`src/rtl/vreg_group_arbiter.sv`:
```
// vreg_group_arbiter
//
// Shares one vector-register-file access port between NUM_REQ requesters.
// Each requester asks for a register group (base address + RVV vlmul).
// Whole groups are granted round-robin and never interleaved. The granted
// group is then walked one register per cycle, with start/end beat flags.
//
// Ports:
//   clk, rst_n   clock, asynchronous active-low reset
//   req_valid    per-requester request pending
//   req_addr     per-requester group base address (slice i = requester i)
//   req_vlmul    per-requester vlmul encoding (slice i = requester i)
//   req_ready    one-hot combinational acceptance strobe
//   stall        port back-pressure; freezes the current beat while busy
//   port_en      registered beat valid
//   port_addr    registered register address for this beat
//   port_owner   registered index of the requester owning the beat
//   port_start   registered first-beat flag
//   port_end     registered last-beat flag
//   busy         a group is in flight
module vreg_group_arbiter #(
    parameter int ADDR_WIDTH = 5,
    parameter int NUM_REQ    = 2,
    parameter int OWNER_W    = $clog2(NUM_REQ)
) (
    input  logic                          clk,
    input  logic                          rst_n,
    input  logic [NUM_REQ-1:0]            req_valid,
    input  logic [NUM_REQ*ADDR_WIDTH-1:0] req_addr,
    input  logic [NUM_REQ*3-1:0]          req_vlmul,
    output logic [NUM_REQ-1:0]            req_ready,
    input  logic                          stall,
    output logic                          port_en,
    output logic [ADDR_WIDTH-1:0]         port_addr,
    output logic [OWNER_W-1:0]            port_owner,
    output logic                          port_start,
    output logic                          port_end,
    output logic                          busy
);

    typedef enum logic {
        S_IDLE = 1'b0,
        S_BUSY = 1'b1
    } state_t;

    // Group length in beats; fractional and reserved encodings occupy one register.
    function automatic logic [3:0] group_len(input logic [2:0] vlmul);
        if (vlmul[2])
            return 4'd1;
        else
            return 4'd1 << vlmul[1:0];
    endfunction

    state_t                  r_state;
    logic [3:0]              r_cnt;      // beats remaining after the current one
    logic [OWNER_W-1:0]      r_rr_ptr;
    logic                    r_port_en;
    logic [ADDR_WIDTH-1:0]   r_port_addr;
    logic [OWNER_W-1:0]      r_port_owner;
    logic                    r_port_start;
    logic                    r_port_end;

    state_t                  w_state_nxt;
    logic [3:0]              w_cnt_nxt;
    logic [OWNER_W-1:0]      w_rr_ptr_nxt;
    logic                    w_port_en_nxt;
    logic [ADDR_WIDTH-1:0]   w_port_addr_nxt;
    logic [OWNER_W-1:0]      w_port_owner_nxt;
    logic                    w_port_start_nxt;
    logic                    w_port_end_nxt;

    logic                    w_found;
    logic [OWNER_W-1:0]      w_winner;
    logic                    w_last;
    logic                    w_accept;
    logic [ADDR_WIDTH-1:0]   w_win_addr;
    logic [2:0]              w_win_vlmul;
    logic [3:0]              w_win_len;

    // Round-robin search: first valid requester at or above rr_ptr, wrapping.
    always_comb begin
        w_found  = 1'b0;
        w_winner = '0;
        for (int i = 0; i < NUM_REQ; i++) begin
            if (!w_found && req_valid[(int'(r_rr_ptr) + i) % NUM_REQ]) begin
                w_found  = 1'b1;
                w_winner = OWNER_W'((int'(r_rr_ptr) + i) % NUM_REQ);
            end
        end
    end

    assign w_win_addr  = req_addr[w_winner*ADDR_WIDTH +: ADDR_WIDTH];
    assign w_win_vlmul = req_vlmul[w_winner*3 +: 3];
    assign w_win_len   = group_len(w_win_vlmul);

    assign w_last   = (r_state == S_BUSY) && (r_cnt == 4'd0);
    // rst_n gates accept so req_ready stays low throughout reset.
    assign w_accept = rst_n && w_found &&
                      ((r_state == S_IDLE) || (w_last && !stall));

    // State and beat registers
    always_ff @(posedge clk or negedge rst_n) begin
        if (!rst_n) begin
            r_state      <= S_IDLE;
            r_cnt        <= 4'd0;
            r_rr_ptr     <= '0;
            r_port_en    <= 1'b0;
            r_port_addr  <= '0;
            r_port_owner <= '0;
            r_port_start <= 1'b0;
            r_port_end   <= 1'b0;
        end else begin
            r_state      <= w_state_nxt;
            r_cnt        <= w_cnt_nxt;
            r_rr_ptr     <= w_rr_ptr_nxt;
            r_port_en    <= w_port_en_nxt;
            r_port_addr  <= w_port_addr_nxt;
            r_port_owner <= w_port_owner_nxt;
            r_port_start <= w_port_start_nxt;
            r_port_end   <= w_port_end_nxt;
        end
    end

    // Next-state and next-beat logic
    always_comb begin
        w_state_nxt      = r_state;
        w_cnt_nxt        = r_cnt;
        w_rr_ptr_nxt     = r_rr_ptr;
        w_port_en_nxt    = r_port_en;
        w_port_addr_nxt  = r_port_addr;
        w_port_owner_nxt = r_port_owner;
        w_port_start_nxt = r_port_start;
        w_port_end_nxt   = r_port_end;

        if (w_accept) begin
            // New group: beat 0 next cycle, even straight after a last beat.
            w_state_nxt      = S_BUSY;
            w_cnt_nxt        = w_win_len - 4'd1;
            w_rr_ptr_nxt     = (w_winner == OWNER_W'(NUM_REQ - 1)) ? '0 : w_winner + 1'b1;
            w_port_en_nxt    = 1'b1;
            w_port_addr_nxt  = w_win_addr;
            w_port_owner_nxt = w_winner;
            w_port_start_nxt = 1'b1;
            w_port_end_nxt   = (w_win_len == 4'd1);
        end else if (r_state == S_BUSY && !stall) begin
            if (w_last) begin
                w_state_nxt      = S_IDLE;
                w_port_en_nxt    = 1'b0;
                w_port_start_nxt = 1'b0;
                w_port_end_nxt   = 1'b0;
            end else begin
                // Address wraps naturally at 2^ADDR_WIDTH.
                w_cnt_nxt        = r_cnt - 4'd1;
                w_port_addr_nxt  = r_port_addr + 1'b1;
                w_port_start_nxt = 1'b0;
                w_port_end_nxt   = (r_cnt == 4'd1);
            end
        end
    end

    // Outputs
    always_comb begin
        req_ready = '0;
        if (w_accept)
            req_ready = NUM_REQ'(1) << w_winner;
    end

    assign port_en    = r_port_en;
    assign port_addr  = r_port_addr;
    assign port_owner = r_port_owner;
    assign port_start = r_port_start;
    assign port_end   = r_port_end;
    assign busy       = (r_state == S_BUSY);

endmodule

```
`config.mk`:
```
export PLATFORM = sky130hd
export DESIGN_NAME = vreg_group_arbiter
export DESIGN_NICKNAME = d
export VERILOG_FILES = /design/src/rtl/vreg_group_arbiter.sv
export SDC_FILE = /design/constraint.sdc
export NUM_CORES = 1
export LEC_CHECK = 0
export BUFFER_PORTS_ARGS = -buffer_cell sky130_fd_sc_hd__buf_4
export CORE_MARGIN = 2
export CORE_UTILIZATION = 48
export CTS_BUF_LIST = sky130_fd_sc_hd__clkbuf_8
export CTS_CLUSTER_SIZE = 30
export DETAILED_ROUTE_END_ITERATION = 6
export GPL_TIMING_DRIVEN = 0
export PLACE_DENSITY = 0.87
export REMOVE_ABC_BUFFERS = 1
export SYNTH_ARGS = -nofsm -noshare
export SYNTH_HDL_FRONTEND = slang
export SYNTH_SLANG_ARGS = --single-unit
```
`constraint.sdc`:
```
create_clock -name clk -period 2.4 [get_ports clk]
set_clock_uncertainty 0.2 [all_clocks]
set_input_delay 0.48 -clock clk [delete_from_list [all_inputs] [get_ports clk]]
set_output_delay 0.48 -clock clk [all_outputs]
set_load 0.1 [all_outputs]
```
==> summary.txt, run 1 <==
Floorplan
  • Die Area: 2690 µm²
  • Core area: 2190 µm²
  • I/O pin total: 33
  • Site Rows: 17
  • Initial Utilization: 0.502
  • Die height: 51.9 µm
  • Die X: 51.9 µm

Layout
  • Finished Core Util: 0.720
  • ANT cells: 0
  • Layout cells sized above 1: 0.427
  • Post-route cell area: 1580 µm²
  • Nets: 199
  • Area growth, synth to finish: 43.5%

Drt
  • DRT iter0 DRCs: 36
  • Vias post-DR: 1,165
  • WL final: 3240 µm
  • Vias/cell: 5.85
  • Routed wire per std cell: 16.3 µm
  • Drt pass-1 iters: 4
  • DRC Markers: 0
  • DRT antenna net count: 0

Synthesis
  • EDFF count, synth: 0
  • Primary FF master, synth: dfrtp_1
  • Area leader, netlist: dfrtp_1
  • Post-Synthesis Cells: 123
  • Synth Warn #: 0
  • Sequential cell area fraction in the yosys report: 0.319
  • Library cells used by synthesis: 41
  • Mapped cell area: 1100 µm²
  • Largest cells by area after synthesis: dfrtp_1 (32%), ha_1 (6.8%), o21ai_0 (5.0%), mux2_2 (4.1%), nor2_1 (3.8%)
  • Top-count cell post-synth: dfrtp_1
  • FF+latch count, synth: 14
  • Synth top area share: 0.319
  • Async SR Flop Fraction: 1.00
  • Post-synth top cells: dfrtp_1 (14), nor2_1 (11), o21ai_0 (11)
  • Syn_area_per_cell: 8.94 µm²

Critical path
  • Critical Path Fanout Max: 2
  • Worst path required time: 1.72 ns
  • Setup crit end kind: output pin
  • Critical Path End: req_ready[0]
  • FF-to-FF Start: r_cnt[0]
  • CP Launch Type: register
  • Worst path arrival time: 1.89 ns
  • Flop-to-flop setup slack: 0.04 ns
  • Crit path launch: r_cnt[0]
  • Critical path's slowest cell: or4b_4
  • CP Cell Sequence: inv_2 > ha_4 > or4b_4 > a21oi_4 > and2_4 > buf_12
  • R2r endpoint: port_addr[1]
  • Path depth of the worst reg2reg path: 9
  • Crit-path max cell delay: 0.50 ns
  • WS Path Type: register to output pin

Clocking
  • CTS sink cnt: 14
  • Reg clk slew, reported paths: 0.06 ns
  • Clk_lat worst skew: 0.25 ns
  • CTS tree: yes
  • Number of H-tree levels: 1
  • Cts bufs inserted: 3
  • Maximum clock path buffer count: 2
  • Clock root cell: clkbuf_8

STA
  • Final Hold Violating Endpoints: 0
  • Fin. max-slew vios: 0
  • Max Freq: 390 MHz
  • RSZ-0062 raised after global routing: yes
  • Final setup vio count: 2
  • Slew HR: 0.558
  • Least-Margin Pin Slew: 0.659 ns
  • Fin crit share: 1.07
  • Setup ws final: -0.165 ns
  • Period minus WS final: 2.57 ns

Pwr
  • Peak supply drop: 0.745 mV
  • Pleak: 0.747 nW
  • Pwr per Cell Area: 1290 nW/µm²

Job
  • Max-cap violation count: 0

Place
  • Post-DP HPWL: 1880 µm
  • GPL Wtd Cong: 0.778
  • Count of input and output buffers: 32
  • Placed cell areas: 1330 µm²

Worst hold path
  • Worst hold path type: register to register

Global routing
  • Global-route met2 utilization: 0.449
  • First-pass GRT wire length: 4890 µm
  • Number of global-route vias before repair: 1,107
  • Grt peak-use layer: met2
  • Met1 GRT Util: 0.276
  • Antenna violations before repair: 0
  • Total track usage: 0.245
  • Met3 usage: 0.0230
  • GR Overflow Total: 0
  • Largest net degree at the start of global routing: 17

Status
  • Failing checks: negative setup slack
  • Status: finished with violations
==> worst max-delay path: cells and delay by family (launching register included) <==
family / cells / cell delay (ns)
AOI/OAI and AO/OA: 1 / 0.16
DFF: 1 / 0.43
adders and majority gates: 1 / 0.12
buffers and inverters: 2 / 0.24
and+or+nand+nor: 2 / 0.67
==> power breakdown <==
part | internal (mW) | leakage (nW) | switching [mW] | total (mW)
Clock | 0.146 | 0.0288 | 0.0910 | 0.237
Combinational | 0.457 | 0.554 | 0.872 | 1.33
Sequential | 0.345 | 0.164 | 0.131 | 0.476
==> routing by layer <==
| metal | vias to the layer above | part of all wire |
|---|---|---|
| met5 | - | 0 |
| met4 | 0 | 0.030 |
| met3 | 11 | 0.058 |
| met2 | 51 | 0.53 |
| met1 | 562 | 0.38 |
| li1 | 541 | - |
==> layout by cell type (no fill, tap or decap), types with 2 or more instances in the layout <==
master / instances
mux2_2: 4
a21oi_1: 6
o21ai_0: 10
nand3_1: 4
a21o_1: 2
buf_4: 47
inv_1: 6
nor3b_1: 4
o21ai_1: 2
a211oi_1: 4
nor3_1: 2
dfrtp_1: 13
clkbuf_8: 4
nor4b_1: 2
ha_1: 5
inv_2: 2
o22ai_1: 2
nor2_1: 10
nor2b_1: 2
a31oi_1: 3
mux2i_1: 3
buf_12: 2
nand2_4: 2
nand2_1: 8
==> logic make-up after synthesis <==
| family | share of synthesized area |
|---|---|
| buffers and inverters | 0.0751 |
| DFF | 0.319 |
| AOI/OAI and AO/OA | 0.251 |
| adders and majority gates | 0.0683 |
| xor gates and xnor gates | 0.0159 |
| muxes | 0.0683 |
| and+or+nand+nor | 0.203 |
==> registers in the layout, indices dropped and copies added (netlist names) <==
name,count
r_cnt,4
port_end,1
port_start,1
port_addr,5
port_owner,1
r_rr_ptr,1
port_en,1
==> cell type report <==
| type | count | area (µm²) |
|---|---|---|
| inverters | 8 | 30.0 |
| clock buffers | 4 | 55.1 |
| flip-flops and latches | 14 | 352 |
| multi-input cells | 95 | 703 |
| repair buffers | 50 | 403 |
| well taps | 28 | 35.0 |
| fillers | 160 | 613 |
==> timing repair <==
action                                  in CTS  in global routing
cloned                                       0                  0
buffers inserted                             9                  7
endpoints found under the setup margin       3                  3
gates resized for setup                     18                  0
pin swaps                                    6                  2
endpoints found under the hold margin       14                  0
hold buffers                                 1                  0
==> stage by stage <==
step                setup TNS, ns  std cells  total power, mW  setup WS, ns  hold WS (ns)
global placement            -6.22        177             1.55        -0.783         0.147
global route               -0.403        199             2.15        -0.197         0.305
CTS                        -0.279        192             1.95        -0.147         0.285
floorplan                   -7.96        117             1.33         -1.19       -0.0156
detailed placement         -0.749        178             1.59        -0.441         0.147
finish                     -0.300        199             2.04        -0.165         0.282
==> how the worst min path moves through the flow <==
stage,end,from,cells past startpoint
finish,port_owner,port_owner,1
global route,port_owner,port_owner,1
global placement,port_en,rst_n,1
detailed placement,port_en,rst_n,1
floorplan,port_addr[0],rst_n,0
CTS,port_owner,port_owner,1
Power figures use the tool's default switching activity.
==> run 2, diff against run 1 <==
--- a/config.mk
+++ b/config.mk
@@ -11,9 +11,10 @@
 export CTS_BUF_LIST = sky130_fd_sc_hd__clkbuf_8
 export CTS_CLUSTER_SIZE = 30
 export DETAILED_ROUTE_END_ITERATION = 6
-export GPL_TIMING_DRIVEN = 0
+export GPL_TIMING_DRIVEN = 1
 export PLACE_DENSITY = 0.87
 export REMOVE_ABC_BUFFERS = 1
+export SKIP_CTS_REPAIR_TIMING = 1
 export SYNTH_ARGS = -nofsm -noshare
 export SYNTH_HDL_FRONTEND = slang
 export SYNTH_SLANG_ARGS = --single-unit
==> run 2 against run 1 <==
The flow still finishes with violations (negative setup slack); sequential power decreased by 4.8%; via count decreased by 5.7%; setup slack improved by 0.043 ns; maximum frequency increased by 1.7%; critical endpoint unchanged; hold slack improved by 0.0023 ns.
==> summary.txt, run 2 (synthesis gave the netlist of run 1 again) <==
Global routing
  • First-pass GRT wire length: 4430 µm (was 4890 µm)
  • GR Overflow Total: 0 (unchanged)
  • Total track usage: 0.227 (was 0.245)
  • Largest net degree at the start of global routing: 17 (unchanged)
  • Number of global-route vias before repair: 1,085 (was 1,107)
  • Antenna violations before repair: 0 (unchanged)

Critical path
  • Worst path arrival time: 1.84 ns (was 1.89 ns)
  • Setup crit end kind: output pin (unchanged)
  • Crit-path max cell delay: 0.50 ns (about the same)
  • Flop-to-flop setup slack: 0.15 ns (was 0.04 ns)
  • CP Cell Sequence: inv_2 > ha_4 > or4b_4 > a21oi_4 > and2_4 > buf_12 (unchanged)
  • FF-to-FF Start: r_cnt[1] (was r_cnt[0])
  • Critical Path Fanout Max: 2 (unchanged)
  • R2r endpoint: r_cnt[3] (was port_addr[1])
  • CP Launch Type: register (unchanged)
  • Worst path required time: 1.72 ns (about the same)
  • Path depth of the worst reg2reg path: 8 (was 9)
  • WS Path Type: register to output pin (unchanged)
  • Critical path's slowest cell: or4b_4 (unchanged)

Pwr
  • Reg power frac: 0.227 (was 0.233)
  • Pwr per Cell Area: 1260 nW/µm² (was 1290 nW/µm²)
  • Clock power share: 0.118 (was 0.116)
  • Pleak: 0.750 nW (was 0.747 nW)
  • P_int: 0.935 mW (was 0.948 mW)
  • Switch Pwr: 1.06 mW (was 1.09 mW)
  • Peak supply drop: 0.789 mV (was 0.745 mV)
  • Sw frac: 0.532 (was 0.536)
  • Total power: 2.00 mW (was 2.04 mW)
  • Comb power frac: 0.655 (was 0.651)

Clocking
  • Number of H-tree levels: 1 (unchanged)
  • Reg clk slew, reported paths: 0.06 ns (about the same)
  • CTS tree: yes (unchanged)
  • Clock root cell: clkbuf_8 (unchanged)
  • Maximum clock path buffer count: 2 (unchanged)
  • Clk_lat worst skew: 0.25 ns (about the same)
  • CTS sink cnt: 14 (unchanged)
  • Cts bufs inserted: 3 (unchanged)

Floorplan
  • I/O pin total: 33 (unchanged)
  • Die Area: 2690 µm² (unchanged)
  • Die height: 51.9 µm (unchanged)
  • Core area: 2190 µm² (unchanged)
  • Initial Utilization: 0.502 (unchanged)
  • Site Rows: 17 (unchanged)
  • Die X: 51.9 µm (unchanged)

STA
  • Final setup TNS: -0.243 ns (was -0.300 ns)
  • Final setup vio count: 2 (unchanged)
  • Max Freq: 397 MHz (was 390 MHz)
  • Final Hold Violating Endpoints: 0 (unchanged)
  • Setup ws final: -0.122 ns (was -0.165 ns)
  • Fin. max-slew vios: 0 (unchanged)
  • Period minus WS final: 2.52 ns (was 2.57 ns)
  • Least-Margin Pin Slew: 0.486 ns (was 0.659 ns)
  • RSZ-0062 raised after global routing: yes (unchanged)
  • Fin crit share: 1.05 (was 1.07)
  • Slew HR: 0.676 (was 0.558)

Place
  • GPL Wtd Cong: 0.818 (was 0.778)
  • Count of input and output buffers: 32 (unchanged)
  • Post-DP HPWL: 2100 µm (was 1880 µm)
  • Placed cell areas: 1430 µm² (was 1330 µm²)
  • Placed Instances: 191 (was 178)

Drt
  • DRT antenna net count: 0 (unchanged)
  • DR top layer: met4 (unchanged)
  • Drt pass-1 iters: 4 (unchanged)
  • Routed wire per std cell: 14.6 µm (was 16.3 µm)
  • Vias/cell: 5.50 (was 5.85)
  • Met1 WL: 1230 µm (was 1240 µm)
  • Met3 WL post-DR: 155 µm (was 187 µm)
  • Total length of routed met2 wires: 1470 µm (was 1710 µm)
  • DRT iter0 DRCs: 11 (was 36)
  • DRC Markers: 0 (unchanged)
  • Vias post-DR: 1,099 (was 1,165)
  • WL final: 2930 µm (was 3240 µm)

Layout
  • Final Instance Count excl. Fillers: 200 (was 199)
  • Finished Core Util: 0.723 (was 0.720)
  • Nets: 200 (was 199)
  • Most common cell after layout, fill and taps aside: buf_4 (unchanged)
  • Area growth, synth to finish: 44.0% (was 43.5%)
  • Post-route cell area: 1580 µm² (about the same)
  • Layout cells sized above 1: 0.424 (was 0.427)
  • ANT cells: 0 (unchanged)
  • Max reg flops: 5 (unchanged)
  • Commonest non-fill, non-tap cells in the layout: buf_4 (48), dfrtp_1 (14), o21ai_0 (11) (was buf_4 (47), dfrtp_1 (13), nor2_1 (10), o21ai_0 (10), nand2_1 (8))

Status
  • Failing checks: negative setup slack (unchanged)
  • Status: finished with violations (unchanged)

Worst hold path
  • Worst hold stages: 1 (unchanged)
  • Worst hold path type: register to register (unchanged)
  • Hold endpoint: port_owner (unchanged)
  • Worst hold start: port_owner (unchanged)

Job
  • Max-cap violation count: 0 (unchanged)
## run 2: cell count changes in the layout (fill, tap and decap cells not counted), sizes merged
cell  change
buf       +1
## run 2: how the worst max path moves through the flow
stage / depth (start not counted) / startpoint / slack (ns) / to
after floorplan: 3 / port_en / -1.19 / req_ready[1]
after global placement: 6 / stall / -0.01 / req_ready[1]
after detailed placement: 7 / r_cnt[0] / -0.03 / req_ready[1]
after CTS: 7 / r_cnt[0] / -0.35 / req_ready[1]
after global routing: 7 / r_cnt[1] / -0.18 / req_ready[1]
final: 6 / r_cnt[1] / -0.12 / req_ready[0]
## run 2: final cells by class
class | count | area (µm²)
inverters | 8 | 30.0
fillers | 151 | 607
flip-flops and latches | 14 | 350
repair buffers | 51 | 410
well taps | 28 | 35.0
clock buffers | 4 | 55.1
multi-input cells | 95 | 703
## run 2: power by group through the flow
stage / registers, mW / clock network, mW / logic (mW)
after floorplan: 0.934 / 0 / 0.401
after global placement: 0.441 / 0 / 1.18
after detailed placement: 0.450 / 0 / 1.21
after CTS: 0.446 / 0.243 / 1.23
after global routing: 0.466 / 0.256 / 1.41
final: 0.453 / 0.237 / 1.31
## run 2: layer usage
| layer | up-vias | global-route usage |
|---|---|---|
| li1 | 543 | - |
| met1 | 511 | 0.264 |
| met2 | 36 | 0.373 |
| met3 | 9 | 0.0575 |
| met4 | 0 | 0.136 |
| met5 | - | 0 |
## run 2: per-stage QoR
| step | hold WS, ns | setup slack, ns |
|---|---|---|
| after floorplan | -0.0156 | -1.19 |
| after global placement | 0.252 | -0.00964 |
| after detailed placement | 0.256 | -0.0300 |
| after CTS | -0.0197 | -0.347 |
| after global routing | 0.311 | -0.182 |
| final | 0.285 | -0.122 |
## run 2: critical path, delay by kind of cell, from the launching register on
family          cells  cell delay [ns]
simple gates        2             0.67
flops               1             0.39
buf+inv             2             0.24
compound gates      1             0.16
fa+ha+maj           1             0.13
==> run 3, diff against run 2 <==
--- a/config.mk
+++ b/config.mk
@@ -12,7 +12,7 @@
 export CTS_CLUSTER_SIZE = 30
 export DETAILED_ROUTE_END_ITERATION = 6
 export GPL_TIMING_DRIVEN = 1
-export PLACE_DENSITY = 0.87
+export PLACE_DENSITY = 0.9
 export REMOVE_ABC_BUFFERS = 1
 export SKIP_CTS_REPAIR_TIMING = 1
 export SYNTH_ARGS = -nofsm -noshare
==> constraint.sdc (replaced) <==
create_clock -name clk -period 2.4 [get_ports clk]
set_clock_uncertainty 0.2 [all_clocks]
set_input_delay 0.48 -clock clk [delete_from_list [all_inputs] [get_ports clk]]
set_output_delay 0.48 -clock clk [all_outputs]
set_load 0.005 [all_outputs]
==> run 3 against run 2 <==
The flow still finishes with violations (negative setup slack); sequential power rose by 3%; clock power fell by 2%; hold slack improved by 0.011 ns; die area did not move; critical endpoint is now req_ready[1]; largest cell class unchanged; largest power group unchanged.
==> summary.txt, run 3 (synthesis gave the netlist of run 1 again) <==
Layout
  • ANT cells: 0 (unchanged)
  • Final Instance Count excl. Fillers: 192 (was 200)
  • Nets: 192 (was 200)
  • Layout cells sized above 1: 0.390 (was 0.424)
  • Area growth, synth to finish: 35.8% (was 44.0%)
  • Finished Core Util: 0.682 (was 0.723)
  • Commonest non-fill, non-tap cells in the layout: buf_4 (40), dfrtp_1 (14), nor2_1 (10), o21ai_0 (10), nand2_1 (8) (was buf_4 (48), dfrtp_1 (14), o21ai_0 (11))
  • Most common cell after layout, fill and taps aside: buf_4 (unchanged)
  • Post-route cell area: 1490 µm² (was 1580 µm²)
  • Max reg flops: 5 (unchanged)

Floorplan
  • Die X: 51.9 µm (unchanged)
  • Core area: 2190 µm² (unchanged)
  • I/O pin total: 33 (unchanged)
  • Die Area: 2690 µm² (unchanged)
  • Initial Utilization: 0.502 (unchanged)
  • Die height: 51.9 µm (unchanged)
  • Site Rows: 17 (unchanged)

Critical path
  • WS Path Type: register to output pin (unchanged)
  • Setup crit end kind: output pin (unchanged)
  • Critical Path Fanout Max: 4 (was 2)
  • Worst path arrival time: 1.82 ns (was 1.84 ns)
  • Worst path required time: 1.72 ns (about the same)
  • CP Launch Type: register (unchanged)

Drt
  • WL final: 2890 µm (was 2930 µm)
  • Drt pass-1 iters: 4 (unchanged)
  • DRT antenna net count: 0 (unchanged)
  • Vias/cell: 5.69 (was 5.50)
  • DRT iter0 DRCs: 46 (was 11)
  • Routed wire per std cell: 15.0 µm (was 14.6 µm)
  • Vias post-DR: 1,092 (was 1,099)
  • DRC Markers: 0 (unchanged)

Global routing
  • GR Overflow Total: 0 (unchanged)
  • Number of global-route vias before repair: 949 (was 1,085)
  • Total track usage: 0.213 (was 0.227)
  • First-pass GRT wire length: 4210 µm (was 4430 µm)
  • Largest net degree at the start of global routing: 17 (unchanged)
  • Antenna violations before repair: 0 (unchanged)

Place
  • Placed Instances: 185 (was 191)
  • Post-DP HPWL: 2030 µm (was 2100 µm)
  • GPL Wtd Cong: 0.830 (was 0.818)
  • Count of input and output buffers: 32 (unchanged)
  • Placed cell areas: 1380 µm² (was 1430 µm²)

Worst hold path
  • Worst hold path type: register to register (unchanged)

Clocking
  • CTS tree: yes (unchanged)
  • Number of H-tree levels: 1 (unchanged)
  • Clk_lat worst skew: 0.24 ns (was 0.25 ns)
  • Clock root cell: clkbuf_8 (unchanged)
  • Reg clk slew, reported paths: 0.06 ns (about the same)
  • CTS sink cnt: 14 (unchanged)
  • Maximum clock path buffer count: 2 (unchanged)
  • Cts bufs inserted: 3 (unchanged)

Pwr
  • Peak supply drop: 0.586 mV (was 0.789 mV)
  • Total power: 1.41 mW (was 2.00 mW)
  • Pleak: 0.694 nW (was 0.750 nW)
  • Pwr per Cell Area: 947 nW/µm² (was 1260 nW/µm²)

STA
  • Slew HR: 0.696 (was 0.676)
  • Setup ws final: -0.0977 ns (was -0.122 ns)
  • Least-Margin Pin Slew: 0.456 ns (was 0.486 ns)
  • Period minus WS final: 2.50 ns (was 2.52 ns)
  • RSZ-0062 raised after global routing: yes (unchanged)
  • Fin crit share: 1.04 (was 1.05)
  • Final Hold Violating Endpoints: 0 (unchanged)
  • Final setup vio count: 2 (unchanged)
  • Max Freq: 400 MHz (was 397 MHz)
  • Fin. max-slew vios: 0 (unchanged)

Status
  • Failing checks: negative setup slack (unchanged)
  • Status: finished with violations (unchanged)

Job
  • Max-cap violation count: 0 (unchanged)
[run 3: cell count changes in the layout (fill, tap and decap cells not counted), sizes merged]
| cell | delta |
|---|---|
| buf | -9 |
| dlygate4sd3 | +1 |
[run 3: critical path: stages (launching register included)]
cell     delay (ns)
dfrtp_1        0.39
inv_2          0.11
ha_4           0.14
or4b_4         0.49
nand2_2        0.11
nand2_2        0.09
nor2_4         0.14
buf_6          0.10
[run 3: layer usage]
| metal | global-route usage | wire length [µm] | vias to the layer above | part of all wire |
|---|---|---|---|---|
| li1 | - | - | 523 | - |
| met1 | 0.293 | 1230 | 493 | 0.42 |
| met2 | 0.323 | 1340 | 70 | 0.46 |
| met3 | 0.0287 | 281 | 6 | 0.097 |
| met4 | 0.114 | 40 | 0 | 0.014 |
| met5 | 0 | 0 | - | 0 |
[run 3: cell type report]
type	instances	area, µm²
Clock buffer	4	55.1
Fill cell	165	697
Inverter	8	30.0
Multi-Input combinational cell	95	692
Sequential cell	14	350
Tap cell	28	35.0
Timing Repair Buffer	43	332
[run 3: through the flow]
| stage | setup TNS [ns] | worst slack, ns | hold WS, ns |
|---|---|---|---|
| after floorplan | -1.01 | -0.332 | -0.0156 |
| after global placement | 0 | 0.161 | 0.116 |
| after detailed placement | 0 | 0.122 | 0.117 |
| after CTS | -0.277 | -0.158 | -0.145 |
| after global routing | -0.239 | -0.145 | 0.332 |
| final | -0.160 | -0.0977 | 0.296 |
[run 3: power breakdown]
part	leakage, nW	total (mW)	switching, mW	internal, mW
sequential	0.165	0.468	0.124	0.344
combinational	0.500	0.712	0.335	0.378
clock	0.0288	0.233	0.0882	0.145
total	0.694	1.41	0.548	0.867
[run 3: worst paths after layout]
kind | start | end | slack [ns] | cells past startpoint
max | r_cnt[1] | req_ready[1] | -0.1 | 7
min | port_owner | port_owner | 0.30 | 1
max reg2reg | r_cnt[1] | r_cnt[2] | 0.18 | 8
min reg2reg | port_owner | port_owner | 0.30 | 1
max in group asynchronous | rst_n | port_addr[0] | 1.21 | 2
min in group asynchronous | rst_n | port_en | 0.51 | 2
